[src/rtl/vm_pkg.sv]
// Shared definitions for the vending machine front-end: money width, coin
// values, request modes and the collector state encoding.
package vm_pkg;

  localparam int MONEY_W = 7;

  localparam int COIN_VAL_0 = 1;
  localparam int COIN_VAL_1 = 5;
  localparam int COIN_VAL_2 = 10;
  localparam int COIN_VAL_3 = 25;

  localparam logic [1:0] MODE_NONE = 2'd0;
  localparam logic [1:0] MODE_BUY  = 2'd1;

  localparam logic [2:0] ST_IDLE    = 3'd0;
  localparam logic [2:0] ST_COLLECT = 3'd1;
  localparam logic [2:0] ST_REQUEST = 3'd2;
  localparam logic [2:0] ST_WAIT    = 3'd3;
  localparam logic [2:0] ST_REFUND  = 3'd4;

  function automatic logic [MONEY_W-1:0] coin_to_value(input logic [1:0] code);
    logic [MONEY_W-1:0] value;
    case (code)
      2'd0:    value = MONEY_W'(COIN_VAL_0);
      2'd1:    value = MONEY_W'(COIN_VAL_1);
      2'd2:    value = MONEY_W'(COIN_VAL_2);
      default: value = MONEY_W'(COIN_VAL_3);
    endcase
    return value;
  endfunction

endpackage

[src/rtl/idle_timer.sv]
// Inactivity counter: counts enabled cycles since the last clear and flags
// expiry on the cycle the count reaches TIMEOUT_CYCLES-1.
module idle_timer #(
  parameter int TIMEOUT_CYCLES = 1000
) (
  input  logic clk,
  input  logic rst,
  input  logic clear,
  input  logic enable,
  output logic expire
);

  localparam int CNT_W = (TIMEOUT_CYCLES > 1) ? $clog2(TIMEOUT_CYCLES) : 1;
  localparam logic [CNT_W-1:0] LAST = CNT_W'(TIMEOUT_CYCLES - 1);

  logic [CNT_W-1:0] count;

  // A clear in the same cycle as the last count wins, so activity always
  // restarts the full window.
  assign expire = enable && !clear && (count == LAST);

  // NOTE: flops use non-blocking assignments so every register samples the
  // pre-edge values of the others, independent of statement order.
  always_ff @(posedge clk) begin
    if (rst || clear) begin
      count <= '0;
    end else if (enable && !expire) begin
      count <= count + 1'b1;
    end
  end

endmodule

[src/rtl/coin_credit_collector.sv]
// Coin front-end for the vending core: accumulates credit, issues one purchase
// request per selection and pays out change or a full refund.
module coin_credit_collector #(
  parameter int MONEY_W        = vm_pkg::MONEY_W,
  parameter int MAX_CREDIT     = 100,
  parameter int TIMEOUT_CYCLES = 1000
) (
  input  logic               clk,
  input  logic               rst,
  input  logic               coin_valid,
  input  logic [1:0]         coin_value,
  input  logic               sel_valid,
  input  logic [2:0]         sel_type,
  input  logic [3:0]         sel_amount,
  input  logic               cancel,
  output logic               req_valid,
  input  logic               req_ready,
  output logic [1:0]         mode,
  output logic [MONEY_W-1:0] customer_money,
  output logic [2:0]         supply_type,
  output logic [3:0]         customer_amount,
  input  logic               resp_valid,
  input  logic [6:0]         resp_error,
  input  logic [MONEY_W-1:0] resp_change,
  output logic               refund_valid,
  output logic [MONEY_W-1:0] refund_amount,
  output logic               coin_reject,
  output logic               busy
);

  import vm_pkg::*;

  logic [2:0]         state, state_d;
  logic [MONEY_W-1:0] credit, credit_d;
  logic [2:0]         sel_type_d;
  logic [3:0]         sel_amount_d;
  logic               req_valid_d;
  logic               refund_valid_d;
  logic [MONEY_W-1:0] refund_amount_d;

  logic [MONEY_W:0]   coin_ext;
  logic [MONEY_W:0]   coin_sum;
  logic               collecting;
  logic               coin_ok;
  logic [MONEY_W-1:0] next_credit;
  logic [MONEY_W-1:0] resp_refund;

  logic timer_clear;
  logic timer_enable;
  logic timer_expire;

  // One extra bit on the sum so an over-limit coin is caught before wrapping.
  always_comb begin
    coin_ext     = (MONEY_W + 1)'(coin_to_value(coin_value));
    coin_sum     = {1'b0, credit} + coin_ext;
    collecting   = (state == ST_IDLE) || (state == ST_COLLECT);
    coin_ok      = coin_valid && collecting &&
                   (coin_sum <= (MONEY_W + 1)'(MAX_CREDIT));
    next_credit  = coin_ok ? coin_sum[MONEY_W-1:0] : credit;
    resp_refund  = (resp_error != '0) ? credit : resp_change;
    timer_enable = (state == ST_COLLECT);
    timer_clear  = !timer_enable || coin_valid || sel_valid;
  end

  idle_timer #(
    .TIMEOUT_CYCLES(TIMEOUT_CYCLES)
  ) u_idle_timer (
    .clk   (clk),
    .rst   (rst),
    .clear (timer_clear),
    .enable(timer_enable),
    .expire(timer_expire)
  );

  // NOTE: next-state logic uses blocking assignments and gives every target a
  // default first, so no path leaves a value unassigned and no latch appears.
  always_comb begin
    state_d         = state;
    credit_d        = credit;
    sel_type_d      = supply_type;
    sel_amount_d    = customer_amount;
    req_valid_d     = req_valid;
    refund_valid_d  = 1'b0;
    refund_amount_d = refund_amount;

    case (state)
      ST_IDLE: begin
        if (coin_ok) begin
          credit_d = next_credit;
          state_d  = ST_COLLECT;
        end
      end

      // Cancel outranks selection; a coin in the same cycle is still credited.
      ST_COLLECT: begin
        credit_d = next_credit;
        if (cancel || timer_expire) begin
          state_d         = ST_REFUND;
          refund_valid_d  = (next_credit != '0);
          refund_amount_d = next_credit;
        end else if (sel_valid) begin
          sel_type_d   = sel_type;
          sel_amount_d = sel_amount;
          req_valid_d  = 1'b1;
          state_d      = ST_REQUEST;
        end
      end

      ST_REQUEST: begin
        if (req_ready) begin
          req_valid_d = 1'b0;
          state_d     = ST_WAIT;
        end
      end

      ST_WAIT: begin
        if (resp_valid) begin
          refund_valid_d  = (resp_refund != '0);
          refund_amount_d = resp_refund;
          state_d         = ST_REFUND;
        end
      end

      ST_REFUND: begin
        credit_d        = '0;
        refund_amount_d = '0;
        state_d         = ST_IDLE;
      end

      default: begin
        credit_d    = '0;
        req_valid_d = 1'b0;
        state_d     = ST_IDLE;
      end
    endcase
  end

  always_ff @(posedge clk) begin
    if (rst) begin
      state           <= ST_IDLE;
      credit          <= '0;
      supply_type     <= '0;
      customer_amount <= '0;
      req_valid       <= 1'b0;
      mode            <= MODE_NONE;
      refund_valid    <= 1'b0;
      refund_amount   <= '0;
      coin_reject     <= 1'b0;
      busy            <= 1'b0;
    end else begin
      state           <= state_d;
      credit          <= credit_d;
      supply_type     <= sel_type_d;
      customer_amount <= sel_amount_d;
      req_valid       <= req_valid_d;
      mode            <= req_valid_d ? MODE_BUY : MODE_NONE;
      refund_valid    <= refund_valid_d;
      refund_amount   <= refund_amount_d;
      coin_reject     <= coin_valid && !coin_ok;
      busy            <= (state_d == ST_REQUEST) || (state_d == ST_WAIT) ||
                         (state_d == ST_REFUND);
    end
  end

  assign customer_money = credit;

endmodule

[config.mk]
export PLATFORM = sky130hd
export DESIGN_NAME = coin_credit_collector
export DESIGN_NICKNAME = d
export VERILOG_FILES = /design/src/rtl/vm_pkg.sv /design/src/rtl/idle_timer.sv /design/src/rtl/coin_credit_collector.sv
export SDC_FILE = /design/constraint.sdc
export NUM_CORES = 1
export LEC_CHECK = 0
export CAP_MARGIN = 20
export CELL_PAD_IN_SITES_DETAIL_PLACEMENT = 0
export CELL_PAD_IN_SITES_GLOBAL_PLACEMENT = 2
export CORE_UTILIZATION = 25
export CTS_CLUSTER_SIZE = 14
export DETAILED_ROUTE_END_ITERATION = 12
export MAX_ROUTING_LAYER = met4
export PLACE_DENSITY = 0.8
export SETUP_SLACK_MARGIN = 0.3
export SLEW_MARGIN = 10
export SYNTH_ARGS = -nofsm -noshare
export SYNTH_HDL_FRONTEND = slang
export SYNTH_SLANG_ARGS = --single-unit
[constraint.sdc]
create_clock -name clk -period 3.1 [get_ports clk]
set_input_delay 0.775 -clock clk [delete_from_list [all_inputs] [get_ports clk]]
set_output_delay 0.775 -clock clk [all_outputs]
set_load 0.1 [all_outputs]
Word-level counts from Yosys, hierarchy flattened
Cells that the tools add are included.

Flip-flop bits (word level): 40. Latch bits: 0. Bits in writable memories: 0. Memory bits (read-only): 0. Input bits: 30. Output and inout port bits: 27. Logic and storage cells: 79. Memories: 0.

$add $sub $neg: 2. Multiply operators: 0. Div/mod/pow operators: 0. Order comparisons: 1. Equality and inequality tests: 13. Shift-type cells: 0. Multiplexer cells: 22. Bitwise logic cells: 2. Reduce and logical (&&, ||, !) cells: 28.

Operator list (number): case mux 7 bit (3 select lines) (2); 2-to-1 mux 7 bit (5); nonzero test 7 bit (3); 2-to-1 mux 3 bit (5); case mux 5 bit (3 select lines) (1); == test 3 x 2 -> 1 bit, second input constant (4); case mux 3 bit (4 select lines) (1); adder 10 x 1 -> 10 bit, second input constant (1); == test 10 bit, second input constant (1); adder 7 x 7 -> 8 bit (1); less-or-equal comparator 8 x 7 -> 1 bit, second input constant (1); logical OR 1 bit (7); == test 3 bit, second input constant (2); logical AND 1 bit (6); 2-to-1 mux 1 bit (6); inequality test 2 bit, second input constant (3); AND reduction 3 bit (2); logical NOT 1 bit (4); == test 3 x 1 -> 1 bit, second input constant (1); logical NOT 3 bit (1); case mux 1 bit (3 select lines) (1); nonzero test 3 bit (1); OR reduction 3 bit (1); == test 2 x 1 -> 1 bit, second input constant (1); 6 further kinds (7).

Depth between registers and ports, before layout
Word-level depth: 13. Mapped depth: 12. Depth with buffers taken out: 11.

By module
Synthesis repeated with hierarchy kept, for this count alone.

Cell total of the unflattened synthesis: 274. Area total of the unflattened synthesis: 2313.5 um^2.

Modules (own cells, without submodules): coin_credit_collector (times used 1, cells an instance 210, area each 1737.9 um^2, seq. area each 560.5 um^2); idle_timer (times used 1, cells an instance 64, area each 575.6 um^2, seq. area each 200.2 um^2).

Worst setup path after synthesis
OpenSTA, ideal clock, no wires.

Path kind: reg2reg. From: register credit[0], in the netlist customer_money[0]. To: register refund_amount[0]. Setup time: 120 ps. Data arrival time: 3139 ps. Data required time: 2980 ps. Setup slack: -159 ps. Cell stages (with the launch flop): 12. Path buffers: 1. Clock period less this slack: 3259 ps. Path through: dfxtp_1 -> ha_1 -> inv_1 -> fa_1 -> nor2b_1 -> o22ai_1 -> xnor2_1 -> o311ai_2 -> o21ai_1 -> clkbuf_1 -> a211oi_1 -> nor2_1.

Word-level cells in the longest chain between the ends: 6. Elaborated cells between the ends (all ways): 8. Classes of those cells: add/sub: 1; order compare: 1; mux: 5; reduce/logical: 1.

Ends and longest elaborated chain: start, declared (line coin_credit_collector.sv:34) `logic [MONEY_W-1:0] credit, credit_d;`; start signal, assigned (line coin_credit_collector.sv:152) `credit <= credit_d;`; adder 7 x 7 -> 8 bit (line coin_credit_collector.sv:55) `coin_sum = {1'b0, credit} + coin_ext;`; less-or-equal comparator 8 x 7 -> 1 bit (line coin_credit_collector.sv:58) `(coin_sum <= (MONEY_W + 1)'(MAX_CREDIT));`; logical AND 1 bit (line coin_credit_collector.sv:57) `coin_ok = coin_valid && collecting &&`; 2-to-1 mux 7 bit (line coin_credit_collector.sv:59) `next_credit = coin_ok ? coin_sum[MONEY_W-1:0] : credit;`; 2-to-1 mux 7 bit (line coin_credit_collector.sv:97) `if (cancel || timer_expire) begin`; case mux 7 bit (3 select lines) * (line coin_credit_collector.sv:86) `case (state)`; end signal, assigned (line coin_credit_collector.sv:158) `refund_amount <= refund_amount_d;`; end, declared (line coin_credit_collector.sv:26) `output logic [MONEY_W-1:0] refund_amount,`.

Every way passes the cells marked *; elsewhere a longest branch is shown, timed or not. The select of a mux whose other input is x is not followed. A chain may end at the register's enable or synchronous reset.

Final worst setup path
From: input port coin_value[0]. To: register refund_valid.

Word-level cells in the longest chain between the ends: 9. Elaborated cells between the ends (all ways): 11. Classes of those cells: add/sub: 1; order compare: 1; eq/ne: 2; mux: 4; reduce/logical: 3.

Ends and longest elaborated chain: start, declared (line coin_credit_collector.sv:11) `input logic [1:0] coin_value,`; == test 2 bit (tied with other cells) (line vm_pkg.sv:23) `case (code)`; case mux 5 bit (3 select lines) * (line vm_pkg.sv:23); adder 7 x 7 -> 8 bit * (line coin_credit_collector.sv:55); less-or-equal comparator 8 x 7 -> 1 bit (line coin_credit_collector.sv:58); logical AND 1 bit (line coin_credit_collector.sv:57); 2-to-1 mux 7 bit * (line coin_credit_collector.sv:59); nonzero test 7 bit * (line coin_credit_collector.sv:99) `refund_valid_d = (next_credit != '0);`; 2-to-1 mux 1 bit * (line coin_credit_collector.sv:97); case mux 1 bit (2 select lines) * (line coin_credit_collector.sv:86); end signal, assigned (line coin_credit_collector.sv:157) `refund_valid <= refund_valid_d;`; end, declared (line coin_credit_collector.sv:25) `output logic refund_valid,`.

Every way passes the cells marked *; elsewhere a longest branch is shown, timed or not.

==> reports/metrics.cfg <==
[yosys]
synth_edf_count=0
yosysTopAreaCellShare_pct=34.08
synth_cells=265
ys_types=53
yosys.area.top_type=dfxtp_1
synth_ff_type=dfxtp_1
synth-seq-cells=38
synthesis.area_mm2=0.002232
synth_nets=302
synth_area_leaders=dfxtp_1 (34%), nor2_1 (6.1%), mux2i_1 (4.9%)
seq_area_frac_synth_pct=34.08
yosys_warnings=0
ys_async_sr_fraction_pct=0
avgSynthCellArea_um2=8.423

[finish]
regArea_um2=765.7
layout-drive-gt1-share_pct=29.26
fin_util_pct=38.41
layout_commonest_cell=buf_4
nets=388
fillCellCount=910
layout_common_cells=buf_4 (63), nor2_1 (35), dfxtp_1 (34)
multi_input_area_mm2=0.001495
areaGrowthSynthToFinish_pct=49.33
antennaDiodeCount=0

[placement]
gp_congestion=0.7686
port_buffers=55
hpwlAfterDp_um=5165

[floorplanning]
initial_core_util_pct=25.72
die_w_um=96.49
die-area_mm2=0.009310
coreArea_mm2=0.008678
fp-row-count=34
die_y_um=96.49
top_level_ports=57

[clock_network]
cts_buffers=5
cts_sinks=38
htreeDepth=2
clockBufferDepth=2
ctsHoldBuffers=0
insertion_delay_ps=300
clock_tree.root_cell=clkbuf_8
clk_pin_slew_ps=80
cts_tree=done

[worst_setup_path]
critPathArrivalTime_ps=2940
crit_path_start_kind=primary input
critPathCaptureType=flip-flop
path_class=primary input to flip-flop
critPathMaxFanout=7
crit_required_ps=3280
ff2ff_setup_slack_ps=580

[sta]
slew_viol_final=0
fin_skew_ps=13.19
tns_ps=0
setup_violations=0
fin_crit_sh_pct=88.97
tightest_slew_ps=687.0
max_slew_margin_pct=54.14
fmax_mhz=362.6
rsz0062_at_grt=true
hold_violations=0
min_period_ps=2758

[drt]
drc=0
via_per_inst=4.872
wirelength_um=6570
drt-pass1-iter-count=4
wl_per_cell_um=14.28
ant_nets=0
drt_iter0_drc=137
vias=2241

[min_path]
worstHoldPathType=flip-flop to flip-flop

[job]
cap_violations=0

[global_routing]
antenna_found_initial=0
grt_usage_pct=15.06
grt_pass1_vias=2128
grt_max_degree=22
grt_pass1_wl_um=10520
overflow=0

[power]
power_switching_uw=527.7
combPwrFrac_pct=31.9
vdd_drop_max_uv=224.2
p_sw_share_pct=34.04
p_seq_share_pct=34.9
power_density_mw_per_mm2=465.2
p_leak_uw=0.001421
internal_power_uw=1023
power.share.clock_pct=33.2

[run_status]
status=complete, no violations

==> worst max-delay path, stage by stage <==
cell and delay (ps):
buf_6 70, nand2b_4 140, ha_4 130, inv_2 30, fa_2 530, nor2b_4 150
nor2_2 60, o311a_1 400, a21oi_4 250, mux2i_1 280, a31oi_1 120
==> cells in the mapped netlist (3+ instances only) <==
library cell	n
o21ai_0	6
dfxtp_1	38
a31oi_1	6
o221ai_1	4
o211a_1	3
xor2_1	9
and2_1	3
ha_1	6
or4_1	3
mux2_2	4
nor2_1	36
nor3_1	5
and3_1	3
buf_4	3
nand3_1	11
a21oi_1	14
nor2b_1	6
clkbuf_1	10
nor4_1	4
nand4_1	3
mux2i_1	11
nand2b_1	4
xnor2_1	6
a211oi_1	8
or2_1	3
inv_1	8
nand2_1	17
==> final cells by class <==
cell class | instances | share of cell area (%)
multi-input combinational | 205 | 44.86
sequential | 38 | 22.97
timing repair buffer | 92 | 22.97
tap | 108 | 4.054
clock buffer | 5 | 2.065
clock inverter | 3 | 2.065
inverter | 9 | 1.014
==> routing by layer <==
| layer | global-route usage, % | share of wire, % | vias to the layer above |
|---|---|---|---|
| met5 | - | 0 | - |
| met4 | 4.412 | 1.3 | 0 |
| met3 | 2.739 | 4.7 | 10 |
| met2 | 22.95 | 45 | 60 |
| met1 | 20.29 | 48 | 1047 |
| li1 | - | - | 1124 |
==> power groups by stage <==
stage               registers (uW)  logic [uW]  clock network, uW
floorplan                      681         181                  0
detailed placement             552         477                  0
finish                         541         495                515
global placement               552         476                  0
CTS                            540         485                527
global route                   545         527                550
==> path summary, 6_finish.rpt <==
kind,startpoint,end,depth (start not counted)
worst max register to register,customer_money[0],refund_valid,9
worst max-delay path,coin_value[0],refund_valid,11
worst min-delay path,supply_type[1],supply_type[1],2
worst min register to register,supply_type[1],supply_type[1],2
==> kinds of logic (layout without fill, tap and decap cells) <==
logic type	Yosys count	in the layout	synth area share, %
fa+ha+maj	7	7	4.260
compound gates	64	64	21.08
xor+xnor	15	15	5.886
flops	38	38	34.08
mux	15	15	6.951
buf+inv	22	109	4.204
other cells	1	1	0.1680
simple gates	103	103	23.37
==> flip-flops by register name (all words and copies together), names as in the netlist <==
name	flops
refund_amount	7
customer_money	7
refund_valid	1
busy	1
u_idle_timer.count	10
coin_reject	1
supply_type	3
customer_amount	4
req_valid	1
state	3
==> metrics by stage <==
stage                     std cells  hold WS, ps  area [um^2]  setup slack [ps]  power, uW
final                           460        505.0         3333             342.0       1550
after detailed placement        450        490.6         3119            -427.2       1028
after global placement          450        478.6         3119            -337.8       1029
after CTS                       459        512.1         3287             274.1       1552
after floorplan                 265        479.2         2300             298.2      862.0
after global routing            460        547.1         3333             254.0       1622
==> timing repair <==
item | CTS | global route
buffers inserted | 1 | 1
endpoints found under the setup margin | 17 | 15
resized for setup | 15 | 5
pin swaps | 7 | 6
Power figures use the tool's default switching activity.
